===== src/rtl/ifid_ctrl_pkg.sv =====
// Shared types and constants for the IF/ID front-end controller.
package ifid_ctrl_pkg;

  typedef enum logic {
    RUN  = 1'b0,
    MISS = 1'b1
  } ifid_state_e;

  localparam int unsigned XZR_IDX    = 31;
  localparam int unsigned MISS_CTR_W = 4;

endpackage


===== src/rtl/load_use_detect.sv =====
// Load-use hazard comparator: the ID instruction reads a register that the load in EX writes.
module load_use_detect
  import ifid_ctrl_pkg::*;
#(
  parameter int unsigned RegW = 5
) (
  input  logic            id_valid_i,
  input  logic [RegW-1:0] id_rn_i,
  input  logic [RegW-1:0] id_rm_i,
  input  logic            id_uses_rm_i,
  input  logic            ex_memread_i,
  input  logic [RegW-1:0] ex_rd_i,
  output logic            load_use_o
);

  logic rd_is_xzr;
  logic rn_match;
  logic rm_match;

  always_comb begin
    // XZR is never really written, so it cannot create a dependency.
    rd_is_xzr  = (ex_rd_i == RegW'(XZR_IDX));
    rn_match   = (ex_rd_i == id_rn_i);
    rm_match   = id_uses_rm_i & (ex_rd_i == id_rm_i);
    load_use_o = id_valid_i & ex_memread_i & ~rd_is_xzr & (rn_match | rm_match);
  end

endmodule


===== src/rtl/ifid_hazard_ctrl.sv =====
// Front-end controller: PC/IF-ID sequencing for I-cache misses, load-use stalls and branch flushes.
// Define HAZARD_PERF_EN to build the saturating stall/flush performance counters.
module ifid_hazard_ctrl
  import ifid_ctrl_pkg::*;
#(
  parameter int unsigned MISS_LAT = 4,
  parameter int unsigned REG_W    = 5,
  parameter int unsigned CNT_W    = 32
) (
  input  logic             clk,
  input  logic             rst,
  input  logic             if_hit,
  input  logic             id_valid,
  input  logic [REG_W-1:0] id_rn,
  input  logic [REG_W-1:0] id_rm,
  input  logic             id_uses_rm,
  input  logic             ex_memread,
  input  logic [REG_W-1:0] ex_rd,
  input  logic             mem_br_taken,
  output logic             pc_write,
  output logic             ifid_write,
  output logic             ifid_flush,
  output logic             idex_bubble,
  output logic             idex_flush,
  output logic             exmem_flush,
  output logic             miss_busy,
  output logic [CNT_W-1:0] stall_miss_cnt,
  output logic [CNT_W-1:0] stall_lu_cnt,
  output logic [CNT_W-1:0] flush_cnt
);

  ifid_state_e           state_q, state_d;
  logic [MISS_CTR_W-1:0] miss_ctr_q, miss_ctr_d;
  logic                  load_use;

  load_use_detect #(
    .RegW (REG_W)
  ) u_load_use_detect (
    .id_valid_i   (id_valid),
    .id_rn_i      (id_rn),
    .id_rm_i      (id_rm),
    .id_uses_rm_i (id_uses_rm),
    .ex_memread_i (ex_memread),
    .ex_rd_i      (ex_rd),
    .load_use_o   (load_use)
  );

  always_comb begin
    pc_write    = 1'b1;
    ifid_write  = 1'b1;
    ifid_flush  = 1'b0;
    idex_bubble = 1'b0;
    idex_flush  = 1'b0;
    exmem_flush = 1'b0;
    miss_busy   = (state_q == MISS);
    state_d     = state_q;
    miss_ctr_d  = miss_ctr_q;

    if (rst) begin
      pc_write    = 1'b0;
      ifid_flush  = 1'b1;
      idex_flush  = 1'b1;
      exmem_flush = 1'b1;
      miss_busy   = 1'b0;
      state_d     = RUN;
      miss_ctr_d  = '0;
    end else if (mem_br_taken) begin
      // Branch wins over everything and abandons any pending miss.
      ifid_flush  = 1'b1;
      idex_flush  = 1'b1;
      exmem_flush = 1'b1;
      state_d     = RUN;
      miss_ctr_d  = '0;
    end else begin
      if (state_q == MISS) begin
        if (miss_ctr_q == '0) begin
          state_d = RUN;
        end else begin
          miss_ctr_d = miss_ctr_q - 1'b1;
        end
      end
      if (load_use) begin
        pc_write    = 1'b0;
        ifid_write  = 1'b0;
        idex_bubble = 1'b1;
      end else if ((state_q == MISS) || !if_hit) begin
        pc_write   = 1'b0;
        ifid_flush = 1'b1;
        if (state_q == RUN) begin
          state_d    = MISS;
          miss_ctr_d = MISS_CTR_W'(MISS_LAT - 1);
        end
      end
    end
  end

  always_ff @(posedge clk) begin
    if (rst) begin
      state_q    <= RUN;
      miss_ctr_q <= '0;
    end else begin
      state_q    <= state_d;
      miss_ctr_q <= miss_ctr_d;
    end
  end

`ifdef HAZARD_PERF_EN
  logic [CNT_W-1:0] stall_miss_cnt_q, stall_miss_cnt_d;
  logic [CNT_W-1:0] stall_lu_cnt_q, stall_lu_cnt_d;
  logic [CNT_W-1:0] flush_cnt_q, flush_cnt_d;
  logic             miss_stall, lu_stall;

  always_comb begin
    miss_stall       = !mem_br_taken && ((state_q == MISS) || (!load_use && !if_hit));
    lu_stall         = !mem_br_taken && load_use;
    stall_miss_cnt_d = stall_miss_cnt_q;
    stall_lu_cnt_d   = stall_lu_cnt_q;
    flush_cnt_d      = flush_cnt_q;
    if (miss_stall && (stall_miss_cnt_q != '1)) stall_miss_cnt_d = stall_miss_cnt_q + 1'b1;
    if (lu_stall && (stall_lu_cnt_q != '1))     stall_lu_cnt_d   = stall_lu_cnt_q + 1'b1;
    if (mem_br_taken && (flush_cnt_q != '1))    flush_cnt_d      = flush_cnt_q + 1'b1;
  end

  always_ff @(posedge clk) begin
    if (rst) begin
      stall_miss_cnt_q <= '0;
      stall_lu_cnt_q   <= '0;
      flush_cnt_q      <= '0;
    end else begin
      stall_miss_cnt_q <= stall_miss_cnt_d;
      stall_lu_cnt_q   <= stall_lu_cnt_d;
      flush_cnt_q      <= flush_cnt_d;
    end
  end

  assign stall_miss_cnt = stall_miss_cnt_q;
  assign stall_lu_cnt   = stall_lu_cnt_q;
  assign flush_cnt      = flush_cnt_q;
`else
  assign stall_miss_cnt = '0;
  assign stall_lu_cnt   = '0;
  assign flush_cnt      = '0;
`endif

endmodule


===== config.mk =====
export PLATFORM = sky130hd
export DESIGN_NAME = ifid_hazard_ctrl
export DESIGN_NICKNAME = d
export VERILOG_FILES = /design/src/rtl/ifid_ctrl_pkg.sv /design/src/rtl/load_use_detect.sv /design/src/rtl/ifid_hazard_ctrl.sv
export SDC_FILE = /design/constraint.sdc
export NUM_CORES = 1
export LEC_CHECK = 0
export ABC_AREA = 1
export CAP_MARGIN = 0
export CORE_UTILIZATION = 31
export CTS_BUF_LIST = sky130_fd_sc_hd__clkbuf_8
export DETAILED_ROUTE_END_ITERATION = 12
export PLACE_DENSITY = 0.83
export SYNTH_ARGS = -nofsm -noshare
export SYNTH_HDL_FRONTEND = slang
export SYNTH_SLANG_ARGS = --single-unit

===== constraint.sdc =====
create_clock -name clk -period 1.54 [get_ports clk]
set_clock_uncertainty 0.15 [all_clocks]
set_input_delay 0.231 -clock clk [delete_from_list [all_inputs] [get_ports clk]]
set_output_delay 0.231 -clock clk [all_outputs]
set_load 0.05 [all_outputs]

# Word-level counts from Yosys, hierarchy flattened
# Cells that the tools add are included.
# classes
addsub,1
eq_ne,3
mux,27
n_bitwise,6
n_reduce_logical,4
# op_table
operator,n
1-bit two-way mux,22
4-bit two-way mux,5
5-bit equality test,2
5-bit equality test (second input constant),1
1-bit AND,4
4-bit zero test,1
4-bit by 1-bit subtractor with 4-bit output (second input constant),1
2-bit OR reduction,1
1-bit zero test,1
1-bit logical OR,1
1-bit NOT,1
1-bit OR,1
# totals
ff_bits,5
inputBits,22
word_cells,43

# Longest topological paths before layout
# logic_depth
ltp_word,7
depth_mapped,9

# Hierarchy
# A second synthesis with hierarchy kept.
# hier_totals
cells_unflattened,199
hier_area_um2,1260.0
# modules_own_cells
mod,n_inst,cells_each,area_per_inst_um2
ifid_hazard_ctrl,1,147,1048.5
load_use_detect,1,52,211.5

# Least setup slack after synthesis
# OpenSTA, ideal clock, no wires.
# synth_timing
path_type,input-to-output
from,input ex_rd[1]
to,output ifid_flush
t_arrival_ns,2.079
required_ns,1.159
setup_slack_ns,-0.920
stages,9
path_cell_list,inv_1 nand2_1 nand2_1 nor2_1 nand3_1 nand2_2 nand3_1 inv_2 a21oi_1
# synth_between
elab_chain_len,7
# synth_rtl
item,line_no,source
start: declaration,ifid_hazard_ctrl.sv:18,"input logic [REG_W-1:0] ex_rd,"
5-bit equality test (on tied branches),"load_use_detect.sv:24, load_use_detect.sv:22",
1-bit AND / 1-bit NOT (equally long branches),"load_use_detect.sv:24, load_use_detect.sv:25",
1-bit OR / 1-bit AND (equally long branches),load_use_detect.sv:25,load_use_o = id_valid_i & ex_memread_i & ~rd_is_xzr & (rn_match | rm_match);
1-bit AND *,load_use_detect.sv:25,
1-bit two-way mux *,ifid_hazard_ctrl.sv:82,if (load_use) begin
1-bit two-way mux *,ifid_hazard_ctrl.sv:67,end else if (mem_br_taken) begin
1-bit two-way mux *,ifid_hazard_ctrl.sv:59,if (rst) begin
end: declaration,ifid_hazard_ctrl.sv:22,"output logic ifid_flush,"
# Every way passes the cells marked *; elsewhere a longest branch is shown, timed or not.

# Worst setup path in the final report
# layout_timing
from,input id_rm[4]
to,output ifid_flush
# layout_between
elab_chain_len,7
# layout_rtl
item,line_no,source
start: declaration,ifid_hazard_ctrl.sv:15,"input logic [REG_W-1:0] id_rm,"
5-bit equality test,load_use_detect.sv:24,rm_match = id_uses_rm_i & (ex_rd_i == id_rm_i);
1-bit AND,load_use_detect.sv:24,
1-bit OR,load_use_detect.sv:25,
1-bit AND,load_use_detect.sv:25,
1-bit two-way mux,ifid_hazard_ctrl.sv:82,
1-bit two-way mux,ifid_hazard_ctrl.sv:67,
1-bit two-way mux,ifid_hazard_ctrl.sv:59,
# No other way between the ends.

==> impl_results.md <==
* Yosys cell types at 21
* Chip width at 66.60 µm
* CTS buffer count at 3
* Hold_buf cts at 0
* Total GRT Usage at 0.08508
* Min cycle time layout at 1.603 ns
* Max stage delay on crit path at 0.18 ns
* EDFF count, synth at 0
* First-pass GRT wire length at 2953 µm
* Detailed-route DRC error count at 0
* Yosys Warn Count at 0
* Cell Chain, Critical Path: clkdlybuf4s15_1, inv_1, nand2_1, nand2_1, nor2_1, nand3_1, nand2_2, nand3_4, inv_4, a21oi_4, buf_12
* Hold Fails Final Rpt at 0
* Final setup viols at 3
* Starting DRC count in detailed routing at 32
* Via Count at 1035
* RSZ-0062 raised after global routing: true
* Top cells by count, synth: 97 x buf_4, 39 x nand2_1, 20 x inv_1
* Fin crit share at 1.041
* Synthesized cell area at 1294 µm²
* Cells after Synth at 206
* Synth top area cells: buf_4 56%, nand2_1 11%, dfxtp_1 7.7%
* LEAKAGE at 0.8890 nW
* Type of origin of the critical path: input pin
* Top delay family on crit path: simple AND/OR/NAND/NOR gates
* Buf/Inv on CP at 4
* Setup tns final at -0.1152 ns
* # rows at 23
* Synthesized area per cell at 6.280 µm²
* Final WS setup at -0.06348 ns
* Antenna diode count at 0
* Count leader, synth: buf_4
* Top-area cell type share of the netlist area at 0.5629
* Violated checks: negative setup slack
* H-tree depth at 1
* Worst VDD drop at 0.0002477 V
* DR vias/cell at 3.462
* Count of state elements after synthesis at 5
* Pin count of the biggest net entering global routing at 7
* Hold Crit Class: in -> reg
* Routability Congestion at 0.7957
* Final nets at 273
* P per Cell Area at 742.2 nW/µm²
* Root Buffer: clkbuf_8
* 1st-pass router iterations at 4
* Core area at 4000 µm²
* Status: complete, but fails checks
* Highest Clock Rate at 623.6 MHz
* Top FF cell, synth: dfxtp_1
* Clock Path Buffers at 2
* Seq/Total Area, Yosys at 0.07737
* Layout cell share with drive strength beyond 1 at 0.2972
* Critical Path Slowest Stage Cell: clkdlybuf4s15_1
* Fillers at 438
* CP required at 1.16 ns
* Final WL at 2029 µm
* # IOs at 125
* Die span in y at 66.60 µm
* Area delta synth->final at 16.15%
* Pins Over Slew Limit at 0
* Clock-pin transition on the worst setup and hold timing paths at 0.04 ns
* Crit end category: primary output
* Post-synth ARST share at 0
* Die area at 4436 µm²
* Yosys top cell by area: buf_4
* Crit path top cell by count: nand2_1
* CTS tree: built
* Wirelength per Cell at 6.786 µm
* Initial core utilization at 0.3234
* Worst Setup Path Type: in -> out
* Antenna violations before repair at 0
* Worst Path Max Fanout at 3
* Worst-skew pair later-pin latency at 0.21 ns
* Vias in the first global route at 773
* Crit path DAT at 1.22 ns
* Clock sinks at 5
* Pre-CTS setup slack at -0.5317 ns
* Dpl hpwl at 1790 µm
* Antenna-violating nets left at 0
* Number of max-cap violations at 0
* Overflow after GRT at 0
* Count of input and output buffers at 28
-- cells in the final DEF (no fill, tap or decap), types with 2 or more instances in the layout --
cell type and instances:
a21oi_4 2, conb_1 96, inv_1 13, nand2_2 9, nand2_1 34, buf_6 3
nand3_1 4, buf_12 5, o31ai_1 2, buf_4 15, nor2_1 5, nand3_2 2
buf_2 9, clkbuf_8 3, clkdlybuf4s15_1 2, nor2_2 4, dfxtp_1 4, nor2_4 3
o21ai_0 2, dlygate4sd2_1 6, inv_2 11, a21oi_2 2
-- tightest hold or removal path, delay by kind of cell --
kind	cells	cell delay, ns
buf+inv	1	0.24
simple gates	3	0.19
-- where the power goes --
part	switching [mW]	internal, mW
clock	0.0568	0.170
combinational	0.637	0.110
sequential	0.00487	0.136
total	0.699	0.416
-- metal layers --
| metal | routed length (µm) | global-route usage | up-vias |
|---|---|---|---|
| li1 | - | - | 515 |
| met1 | 721 | 0.08528 | 452 |
| met2 | 1099 | 0.1705 | 68 |
| met3 | 208 | 0.01370 | 0 |
| met4 | 0 | 0.03191 | 0 |
| met5 | 0 | 0 | - |
-- logic make-up after synthesis --
family                     after synthesis  synth area share
adders and majority gates                1          0.009670
DFF                                      5           0.07737
buffers and inverters                  121            0.6325
xor gates and xnor gates                 2           0.01354
AOI/OAI and AO/OA                       11           0.05125
other                                    1          0.002899
and+or+nand+nor                         65            0.2128
-- stage by stage --
stage	cell area (µm²)	instances	hold WS, ns	util	power [mW]
after floorplan	1688	301	0.2726	-	0.9532
after global placement	1415	291	0.3485	0.3538	0.8731
after detailed placement	1415	291	0.3463	0.3538	0.8775
after CTS	1491	299	0.3602	0.3729	1.110
after global routing	1503	299	0.3804	0.3757	1.169
final	1503	299	0.3502	0.3757	1.115
-- final timing paths --
check / start / end / cells past startpoint / slack, ns
min: if_hit / miss_ctr_q[1]$_SDFF_PP0_ / 4 / 0.35
min reg2reg: miss_ctr_q[1]$_SDFF_PP0_ / miss_ctr_q[1]$_SDFF_PP0_ / 2 / 0.38
max reg2reg: miss_ctr_q[0]$_SDFF_PP0_ / miss_ctr_q[2]$_SDFF_PP0_ / 9 / 0.09
max: id_rm[4] / ifid_flush / 11 / -0.06
-- state kept, by name (all words and copies together) (netlist names) --
name	cells
miss_ctr_q	4
state_q	1
-- cell type report --
cell class	count	area, µm²	area share
multi-input combinational	175	832.0	0.5537
timing repair buffer	41	369.1	0.2456
sequential	5	101.3	0.06744
inverter	24	92.59	0.06162
tap	50	62.56	0.04163
clock buffer	3	41.29	0.02748
clock inverter	1	3.754	0.002498
-- repair_timing --
action                     4_1_cts  5_1_grt
hold endpoints to repair         0        0
setup endpoints to repair       12        8
cloned                           0        0
resized for setup               80       14
buffers inserted                 4        0
pin swaps                       21        8
Note: power is estimated with default switching activity, not from simulation.
